[config.mk]
export PLATFORM = sky130hd
export DESIGN_NAME = fetch_unit
export DESIGN_NICKNAME = d
export VERILOG_FILES = /design/src/rtl/fetch_unit.sv
export SDC_FILE = /design/constraint.sdc
export NUM_CORES = 1
export LEC_CHECK = 0
export CAP_MARGIN = 20
export CORE_ASPECT_RATIO = 0.9
export CORE_MARGIN = 1
export CORE_UTILIZATION = 54
export DETAILED_ROUTE_END_ITERATION = 8
export PLACE_DENSITY_LB_ADDON = 0.15
export SETUP_SLACK_MARGIN = 0.15
export SLEW_MARGIN = 20
export SYNTH_ARGS = -nofsm -noshare
export SYNTH_HDL_FRONTEND = slang
export SYNTH_SLANG_ARGS = --single-unit
[constraint.sdc]
create_clock -name clk -period 5.8 [get_ports clk]
set_input_delay 0.58 -clock clk [delete_from_list [all_inputs] [get_ports clk]]
set_output_delay 0.58 -clock clk [all_outputs]
set_load 0.05 [all_outputs]
[src/rtl/fetch_unit.sv]
// Instruction fetch stage: owns the PC, issues word requests over req/gnt/rvalid,
// buffers returned words with their PCs and hands them to decode over valid/ready.
module fetch_unit #(
    parameter logic [31:0] RESET_PC        = 32'h0000_0000,
    parameter int          FIFO_DEPTH      = 2,
    parameter int          MAX_OUTSTANDING = 2
) (
    input  logic        clk,
    input  logic        rst_n,
    output logic        imem_req,
    output logic [31:0] imem_addr,
    input  logic        imem_gnt,
    input  logic        imem_rvalid,
    input  logic [31:0] imem_rdata,
    output logic        instr_valid,
    input  logic        instr_ready,
    output logic [31:0] instr,
    output logic [31:0] instr_pc,
    input  logic        redirect,
    input  logic [31:0] redirect_pc
);

    localparam int PTR_W = $clog2(FIFO_DEPTH);
    localparam int CNT_W = $clog2(FIFO_DEPTH + 2);
    localparam logic [CNT_W-1:0] DEPTH_C  = CNT_W'(FIFO_DEPTH);
    localparam logic [CNT_W-1:0] MAX_OS_C = CNT_W'(MAX_OUTSTANDING);
    localparam logic [CNT_W-1:0] ONE_C    = CNT_W'(1);

    typedef enum logic {IDLE, REQ} state_t;

    function automatic logic [31:0] word_align(input logic [31:0] a);
        return a & 32'hFFFF_FFFC;
    endfunction

    state_t             state;
    logic [31:0]        req_addr;
    logic [31:0]        fetch_pc;
    logic [31:0]        resp_pc;
    logic               req_stale;
    logic [CNT_W-1:0]   outstanding;
    logic [CNT_W-1:0]   discard;
    logic [CNT_W-1:0]   fifo_count;
    logic [PTR_W-1:0]   wr_ptr;
    logic [PTR_W-1:0]   rd_ptr;
    logic [31:0]        fifo_instr [FIFO_DEPTH];
    logic [31:0]        fifo_pc    [FIFO_DEPTH];

    logic               gnt_acc;
    logic               rsp_acc;
    logic               push;
    logic               pop;
    logic               idle_credit;
    logic               grant_credit;
    logic [CNT_W-1:0]   os_next;
    logic [31:0]        next_req_addr;

    assign gnt_acc = imem_req && imem_gnt;
    // A response with nothing outstanding is a protocol error and is ignored outright.
    assign rsp_acc = imem_rvalid && (outstanding != '0);
    assign push    = rsp_acc && !redirect && (discard == '0);
    assign pop     = instr_valid && instr_ready;
    assign os_next = outstanding + CNT_W'(gnt_acc) - CNT_W'(rsp_acc);

    assign idle_credit  = ((fifo_count + outstanding) < DEPTH_C) && (outstanding < MAX_OS_C);
    assign grant_credit = ((fifo_count + outstanding + ONE_C) < DEPTH_C)
                          && ((outstanding + ONE_C) < MAX_OS_C);

    // A request that was pending across a redirect must not advance the PC stream.
    assign next_req_addr = req_stale ? fetch_pc : req_addr + 32'd4;

    assign imem_addr = req_addr;

    // ---- request FSM ----
    always_ff @(posedge clk or negedge rst_n) begin
        if (!rst_n) begin
            state     <= IDLE;
            imem_req  <= 1'b0;
            req_addr  <= word_align(RESET_PC);
            fetch_pc  <= word_align(RESET_PC);
            req_stale <= 1'b0;
        end else begin
            if (redirect)
                fetch_pc <= word_align(redirect_pc);
            else if (gnt_acc && !req_stale)
                fetch_pc <= req_addr + 32'd4;

            case (state)
                IDLE: begin
                    if (!redirect && idle_credit) begin
                        state    <= REQ;
                        imem_req <= 1'b1;
                        req_addr <= fetch_pc;
                    end
                end
                REQ: begin
                    if (gnt_acc) begin
                        req_stale <= 1'b0;
                        if (!redirect && grant_credit) begin
                            req_addr <= next_req_addr;
                        end else begin
                            state    <= IDLE;
                            imem_req <= 1'b0;
                        end
                    end else if (redirect) begin
                        // Request stays on the bus at the old address; its word is dropped later.
                        req_stale <= 1'b1;
                    end
                end
                default: begin
                    state    <= IDLE;
                    imem_req <= 1'b0;
                end
            endcase
        end
    end

    // ---- response accounting and buffer control ----
    always_ff @(posedge clk or negedge rst_n) begin
        if (!rst_n) begin
            outstanding <= '0;
            discard     <= '0;
            fifo_count  <= '0;
            wr_ptr      <= '0;
            rd_ptr      <= '0;
            resp_pc     <= word_align(RESET_PC);
        end else begin
            outstanding <= os_next;
            if (redirect) begin
                wr_ptr     <= '0;
                rd_ptr     <= '0;
                fifo_count <= '0;
                discard    <= os_next;
                resp_pc    <= word_align(redirect_pc);
            end else begin
                if (push) begin
                    wr_ptr  <= wr_ptr + PTR_W'(1);
                    resp_pc <= resp_pc + 32'd4;
                end
                if (pop)
                    rd_ptr <= rd_ptr + PTR_W'(1);
                fifo_count <= fifo_count + CNT_W'(push) - CNT_W'(pop);
                discard    <= discard + CNT_W'(gnt_acc && req_stale)
                              - CNT_W'(rsp_acc && (discard != '0));
            end
        end
    end

    // ---- buffer storage ----
    always_ff @(posedge clk) begin
        if (push) begin
            fifo_instr[wr_ptr] <= imem_rdata;
            fifo_pc[wr_ptr]    <= resp_pc;
        end
    end

    assign instr_valid = (fifo_count != '0);
    assign instr       = instr_valid ? fifo_instr[rd_ptr] : 32'h0;
    assign instr_pc    = instr_valid ? fifo_pc[rd_ptr]    : 32'h0;

`ifndef SYNTHESIS
    a_rvalid_without_request: assert property (@(posedge clk) disable iff (!rst_n)
        !(imem_rvalid && (outstanding == '0)));
    a_no_overflow: assert property (@(posedge clk) disable iff (!rst_n)
        !(push && !pop && (fifo_count == DEPTH_C)));
`endif

endmodule

==> results by group, run 1 <==
Routing
  • Top sig layer: met4
  • Final ANT Viol Nets: 0
  • Metal2 WL: 11.0 mm
  • DR WL met3: 1.49 mm
  • WL per Instance: 17.9 µm
  • Drt drc: 0
  • Via density per instance: 5.67
  • Initial DRC count: 472
  • Via count: 7573
  • Final wirelength: 23.9 mm
  • Post-Route M1 WL: 10.9 mm
  • DRT Pass-1 Iters: 5

Power
  • Comb pwr share: 37.1%
  • Pwr dens: 477 mW/mm²
  • Int Pwr: 3.82 mW
  • Clk pwr share: 25.6%
  • Static Leak: 4.80 nW
  • Maximum VDD drop: 0.370 mV
  • Switching part of the total: 39.4%
  • Part of the power in registers: 37.3%
  • Switch Pwr: 2.48 mW
  • Total power draw: 6.30 mW

Logic synthesis
  • Synthesized cell area: 0.0106 mm²
  • Simple-gate share of the synthesized area: 13.5%
  • Post-synthesis xor/xnor area fraction: 5.39%
  • EDFF count, synth: 124
  • Number of distinct library cells after synthesis: 56
  • Area leader, netlist: edfxtp_1
  • Async SR Flop Fraction: 45.9%
  • Largest cells by area after synthesis: edfxtp_1 (35%), dfrtp_1 (25%), mux2i_1 (6.9%), nor2_1 (3.6%), xor2_1 (3.4%)
  • Most used DFF post-synth: edfxtp_1
  • Yosys top cell area share: 35.3%
  • Post-Synthesis Cells: 924
  • Yosys reg bits: 229
  • Synth warn: 0
  • Mux cell area share after synthesis: 7.24%
  • Adder-cell share of the synthesized area: 1.19%
  • Combinational family with the most area after synthesis: simple AND/OR/NAND/NOR gates
  • Synth Area in Compound Gates: 9.60%
  • Sequential-to-total area share from yosys stat: 60.2%
  • Syn_area_per_cell: 11.4 µm²

STA
  • Fmax: 282 MHz
  • Fin crit share: 61.2%
  • Fin. max-slew vios: 0
  • Fin worst setup slack: 2.25 ns
  • Setup tns final: 0 ns
  • Fin. Hold Viols: 0
  • Worst slew margin: 26.7%
  • Final setup violation count: 0
  • RSZ-0062 raised after global routing: false
  • Worst Max-Slew Pin Slew: 1.10 ns
  • Post-layout min period: 3.55 ns
  • Final Skew: 0.0151 ns

Layout
  • Layout area overhead: 25.2%
  • Share of layout cells above drive strength 1: 6.45%
  • Diodes inserted: 0
  • FILL cells: 1424
  • Most common cell after layout, fill and taps aside: clkdlybuf4s50_1
  • Commonest non-fill, non-tap cells in the layout: clkdlybuf4s50_1 (161), edfxtp_1 (124), dfrtp_1 (104)
  • Nets@finish: 1151
  • Final Instance Area: 0.0132 mm²

Worst setup path
  • Crit path max fanout: 63
  • Crit-path slowest cell: dfrtp_4
  • Critical path's largest stage delay: 1.12 ns
  • R2R setup slack: 3.02 ns
  • R2R Path Start: outstanding[1]$_DFF_PN0_
  • Crit path cell chain: mux2i_1 -> nor2_1 -> clkdlybuf4s50_1
  • Crit end category: primary output
  • Worst path required time: 5.22 ns
  • CP Launch Type: flip-flop
  • Worst endpoint data arrival time: 2.97 ns
  • Worst Setup Path Type: flip-flop to primary output
  • Reg2Reg Depth: 6
  • Reg-to-Reg End: fifo_instr[1][21]$_DFFE_PP_

Hold path
  • Worst hold stages: 0
  • Hold path startpoint: resp_pc[31]$_DFFE_PN0P_
  • Worst Hold End: fifo_pc[0][31]$_DFFE_PP_
  • Tightest Hold Check Type: flip-flop to flip-flop

Run status
  • Status: finished, final reports clean

Global routing
  • GRT Overall Usage: 24.1%
  • Largest net degree at the start of global routing: 90
  • First-pass GRT wire length: 37.9 mm
  • Grt ovf: 0
  • Antenna violations before repair: 0
  • Number of global-route vias before repair: 7109

Clock tree
  • Clock sinks: 229
  • CTS root buf: clkbuf_16
  • Setup bufs post-CTS: 0
  • CTS buffer count: 24
  • H-Tree Level Count: 1
  • CTS tree: built
  • Worst-path clk slew: 0.06 ns
  • Clk Latency, worst-skew pair: 0.52 ns
  • Clock Tree Buf Depth: 3
  • Post_cts resized: 0
  • Hold_buf cts: 1

Place
  • Setup WS pre-CTS: 2.58 ns
  • I/O Buffers: 163
  • RePlAce Congestion: 0.851
  • Hpwl dp: 15.6 mm
  • Cell area after placement: 0.0124 mm²

Floorplanning
  • Top-Level Pins: 168
  • Die area: 0.0201 mm²
  • DIE HEIGHT: 135 µm
  • Starting Density: 55.1%
  • Total core area: 0.0192 mm²
  • Row count: 48
  • Die Width: 149 µm

Run
  • Max cap viols: 0
-- final cells by class --
cell class | instances | area (µm²) | area share (%)
well taps | 250 | 313 | 2.37
clock inverters | 12 | 204 | 1.54
inverters | 16 | 60.1 | 0.454
repair buffers | 175 | 1720 | 13.0
multi-input cells | 625 | 3940 | 29.8
clock buffers | 29 | 629 | 4.76
flip-flops and latches | 229 | 6350 | 48.1
-- cells by family after synthesis --
group / Yosys count
simple gates: 303
flops: 229
compound gates: 169
mux: 76
buf+inv: 71
xor+xnor: 65
fa+ha+maj: 10
other cells: 1
-- power groups by stage --
stage | clock network (mW) | logic, mW | registers (mW)
4_1_cts | 1.64 | 2.35 | 2.34
3_3_place_gp | 0 | 2.31 | 2.36
3_5_place_dp | 0 | 2.34 | 2.37
5_1_grt | 1.70 | 2.50 | 2.39
6_report | 1.61 | 2.34 | 2.35
2_1_floorplan | 0 | 1.39 | 2.55
-- worst max-delay path by stage --
| stage | start | end | slack [ns] | cells after the start |
|---|---|---|---|---|
| floorplan | redirect | fifo_instr[0][0]$_DFFE_PP_ | 1.31 | 6 |
| global placement | imem_rvalid | fifo_instr[1][28]$_DFFE_PP_ | 2.59 | 5 |
| detailed placement | imem_rvalid | fifo_instr[1][21]$_DFFE_PP_ | 2.58 | 5 |
| CTS | rd_ptr$_DFFE_PN0P_ | instr_pc[18] | 2.19 | 3 |
| global route | rd_ptr$_DFFE_PN0P_ | instr_pc[18] | 2.10 | 3 |
| finish | rd_ptr$_DFFE_PN0P_ | instr_pc[18] | 2.25 | 3 |
-- metal layers --
layer,track usage [%],up-vias
li1,-,3626
met1,35.4,3670
met2,37.2,235
met3,3.75,42
met4,6.97,0
met5,0,-
-- worst max-delay path, delay by kind of cell, from the launching register on --
kind	cells	cell delay [ns]
flip-flops	1	1.12
AND/OR/NAND/NOR	1	0.17
multiplexers	1	0.22
buffers and inverters	1	0.86
-- through the flow --
step                      utilization [%]  cells  hold WS (ns)
after global routing                 69.0   1336         0.512
after global placement               64.6   1294         0.480
after detailed placement             64.6   1294         0.483
final                                69.0   1336         0.507
after floorplan                         -    925         0.284
after CTS                            69.0   1336         0.497
-- cells in the mapped netlist (all sizes together) (3+ instances only) --
cell     instances
o22ai           13
a31oi            6
clkbuf          40
ha              10
xor2            41
a2bb2oi          5
a22oi            6
o21ai           75
nand2           92
mux2             3
nand4           23
nor2           102
a21oi           37
o211ai           7
a32oi            4
mux2i           73
buf             14
nor4            10
dfrtp          105
o221ai           6
inv             16
or3              4
and4             3
xnor2           24
and3            11
nor2b            4
and2             4
nand3           30
or4              3
edfxtp         124
nor3            11
-- flip-flops by register name (all words and copies together) (netlist names) --
name,flops
imem_addr,32
state,1
wr_ptr,1
req_stale,1
fetch_pc,32
outstanding,2
imem_req,1
rd_ptr,1
resp_pc,30
fifo_pc,60
discard,2
fifo_instr,64
fifo_count,2
No activity file was read; power rests on OpenSTA's default activity.
==> run 2, diff against run 1 <==
- clock period: 5.8 -> 3.35 ns (I/O delays scaled with it)
==> results by group, run 2 (same netlist as run 1, synthesis figures left out) <==
Run status
  • Status: finished, final reports clean

Layout
  • Nets@finish: 1160 (+0.78%)
  • Non-filler instance count after layout: 1348 (+0.90%)
  • Top Registers: fifo_instr (64), fifo_pc (60)
  • Largest register FFs: 64 (unchanged)
  • Share of layout cells above drive strength 1: 7.10% (+0.66 points)
  • Commonest non-fill, non-tap cells in the layout: clkdlybuf4s50_1 (161), edfxtp_1 (124), dfrtp_1 (104)
  • Diodes inserted: 0 (unchanged)
  • Top reg by flops: fifo_instr
  • Final Instance Area: 0.0133 mm² (+0.31%)
  • Layout area overhead: 25.6%
  • FILL cells: 1428 (+0.28%)
  • Most common cell after layout, fill and taps aside: clkdlybuf4s50_1

STA
  • Post-layout min period: 3.03 ns
  • Fin. Hold Viols: 0 (unchanged)
  • Final Skew: 0.00971 ns (-0.00542 ns)
  • RSZ-0062 raised after global routing: false
  • Fmax: 330 MHz
  • Fin worst setup slack: 0.322 ns (-1.93 ns)
  • Worst Max-Slew Pin Slew: 0.917 ns (-0.183 ns)
  • Fin. max-slew vios: 0 (unchanged)
  • Final setup violation count: 0 (unchanged)
  • Worst slew margin: 38.7% (+12 points)
  • Setup tns final: 0 ns (unchanged)
  • Hold slack: 0.277 ns (-0.230 ns)
  • Fin crit share: 90.4%

Clock tree
  • Clk Latency, worst-skew pair: 0.51 ns (about the same)
  • Worst-path clk slew: 0.06 ns (about the same)
  • Clock sinks: 229 (unchanged)
  • H-Tree Level Count: 1 (unchanged)
  • Clock Tree Buf Depth: 3 (unchanged)
  • CTS root buf: clkbuf_16
  • Setup bufs post-CTS: 0 (unchanged)
  • CTS tree: built
  • CTS buffer count: 24 (unchanged)

Floorplanning
  • Top-Level Pins: 168 (unchanged)
  • Die area: 0.0201 mm² (unchanged)
  • Row count: 48 (unchanged)
  • DIE HEIGHT: 135 µm (unchanged)
  • Starting Density: 55.1% (unchanged)
  • Total core area: 0.0192 mm² (unchanged)
  • Die Width: 149 µm (unchanged)

Place
  • Cell area after placement: 0.0125 mm² (+0.83%)
  • Placed cells: 1303 (+0.70%)
  • I/O Buffers: 163 (unchanged)
  • Setup WS pre-CTS: 0.654 ns (-1.92 ns)
  • RePlAce Congestion: 0.856 (+0.65%)
  • Hpwl dp: 16.2 mm (+3.7%)

Worst setup path
  • Worst endpoint data arrival time: 2.69 ns (-0.28 ns)
  • CP Launch Type: flip-flop
  • Crit path max fanout: 35 (-44%)
  • Worst path required time: 3.01 ns (-2.21 ns)
  • Worst Setup Path Type: flip-flop to primary output
  • Crit end category: primary output

Routing
  • WL per Instance: 18.0 µm (+0.59%)
  • DRT Pass-1 Iters: 5 (unchanged)
  • Via density per instance: 5.71 (+0.80%)
  • Via count: 7702 (+1.7%)
  • Final wirelength: 24.2 mm (+1.5%)
  • Drt drc: 0 (unchanged)
  • Initial DRC count: 567 (+20%)
  • Final ANT Viol Nets: 0 (unchanged)

Global routing
  • Antenna violations before repair: 0 (unchanged)
  • Number of global-route vias before repair: 7188 (+1.1%)
  • Largest net degree at the start of global routing: 69 (-23%)
  • GRT Overall Usage: 24.3% (+0.25 points)
  • First-pass GRT wire length: 38.3 mm (+1.2%)
  • Grt ovf: 0 (unchanged)

Power
  • Maximum VDD drop: 0.751 mV (+100%)
  • Static Leak: 4.82 nW (+0.40%)
  • Pwr dens: 810 mW/mm² (+70%)

Run
  • Max cap viols: 0 (unchanged)

Hold path
  • Tightest Hold Check Type: primary input to flip-flop
==> run 2: final cells by class <==
cell class / count / area (µm²) / area share (%)
clock buffers: 32 / 672 / 5.07
clock inverters: 12 / 97.6 / 0.736
inverters: 16 / 60.1 / 0.453
multi-input cells: 625 / 3940 / 29.7
flip-flops and latches: 229 / 6350 / 47.9
well taps: 250 / 313 / 2.36
repair buffers: 184 / 1820 / 13.7
==> run 2: worst max-delay path, stage by stage (launching register included) <==
cell             delay [ns]
dfrtp_4                0.84
buf_12                 0.28
mux2i_1                0.11
nor2_1                 0.11
clkdlybuf4s50_1        0.81
==> run 2: final timing paths <==
kind	from	to	slack [ns]	cells after the start
max reg2reg	outstanding[1]$_DFF_PN0_	resp_pc[24]$_DFFE_PN0P_	0.72	7
min	redirect	discard[1]$_DFF_PN0_	0.28	3
min reg2reg	resp_pc[28]$_DFFE_PN0P_	fifo_pc[0][28]$_DFFE_PP_	0.49	0
min in group asynchronous	rst_n	resp_pc[21]$_DFFE_PN0P_	0.41	2
max in group asynchronous	rst_n	imem_addr[27]$_DFFE_PN0P_	2.08	3
max	rd_ptr$_DFFE_PN0P_	instr[15]	0.32	4
==> run 2: power by group <==
part	total (mW)	internal, mW	switching [mW]
clock	2.57	1.49	1.08
sequential	4.02	3.41	0.605
combinational	4.15	1.51	2.64
total	10.7	6.41	4.32
==> run 2: routing by layer <==
layer | vias up | global-route usage, % | wire [µm]
met3 | 42 | 3.68 | 1510
li1 | 3659 | - | -
met4 | 0 | 7.99 | 585
met1 | 3745 | 35.9 | 11200
met2 | 256 | 36.9 | 10900
met5 | - | 0 | 0
==> run 2: per-stage QoR <==
step | power, mW | utilization (%)
final | 10.7 | 69.2
after global routing | 11.2 | 69.2
after CTS | 10.8 | 69.2
after detailed placement | 8.20 | 65.1
after global placement | 8.13 | 65.1
after floorplan | 6.82 | -
==> run 2: what timing repair did <==
item,CTS,global route
hold endpoints to repair,49,0
hold buffers,1,0
gates resized for setup,0,0
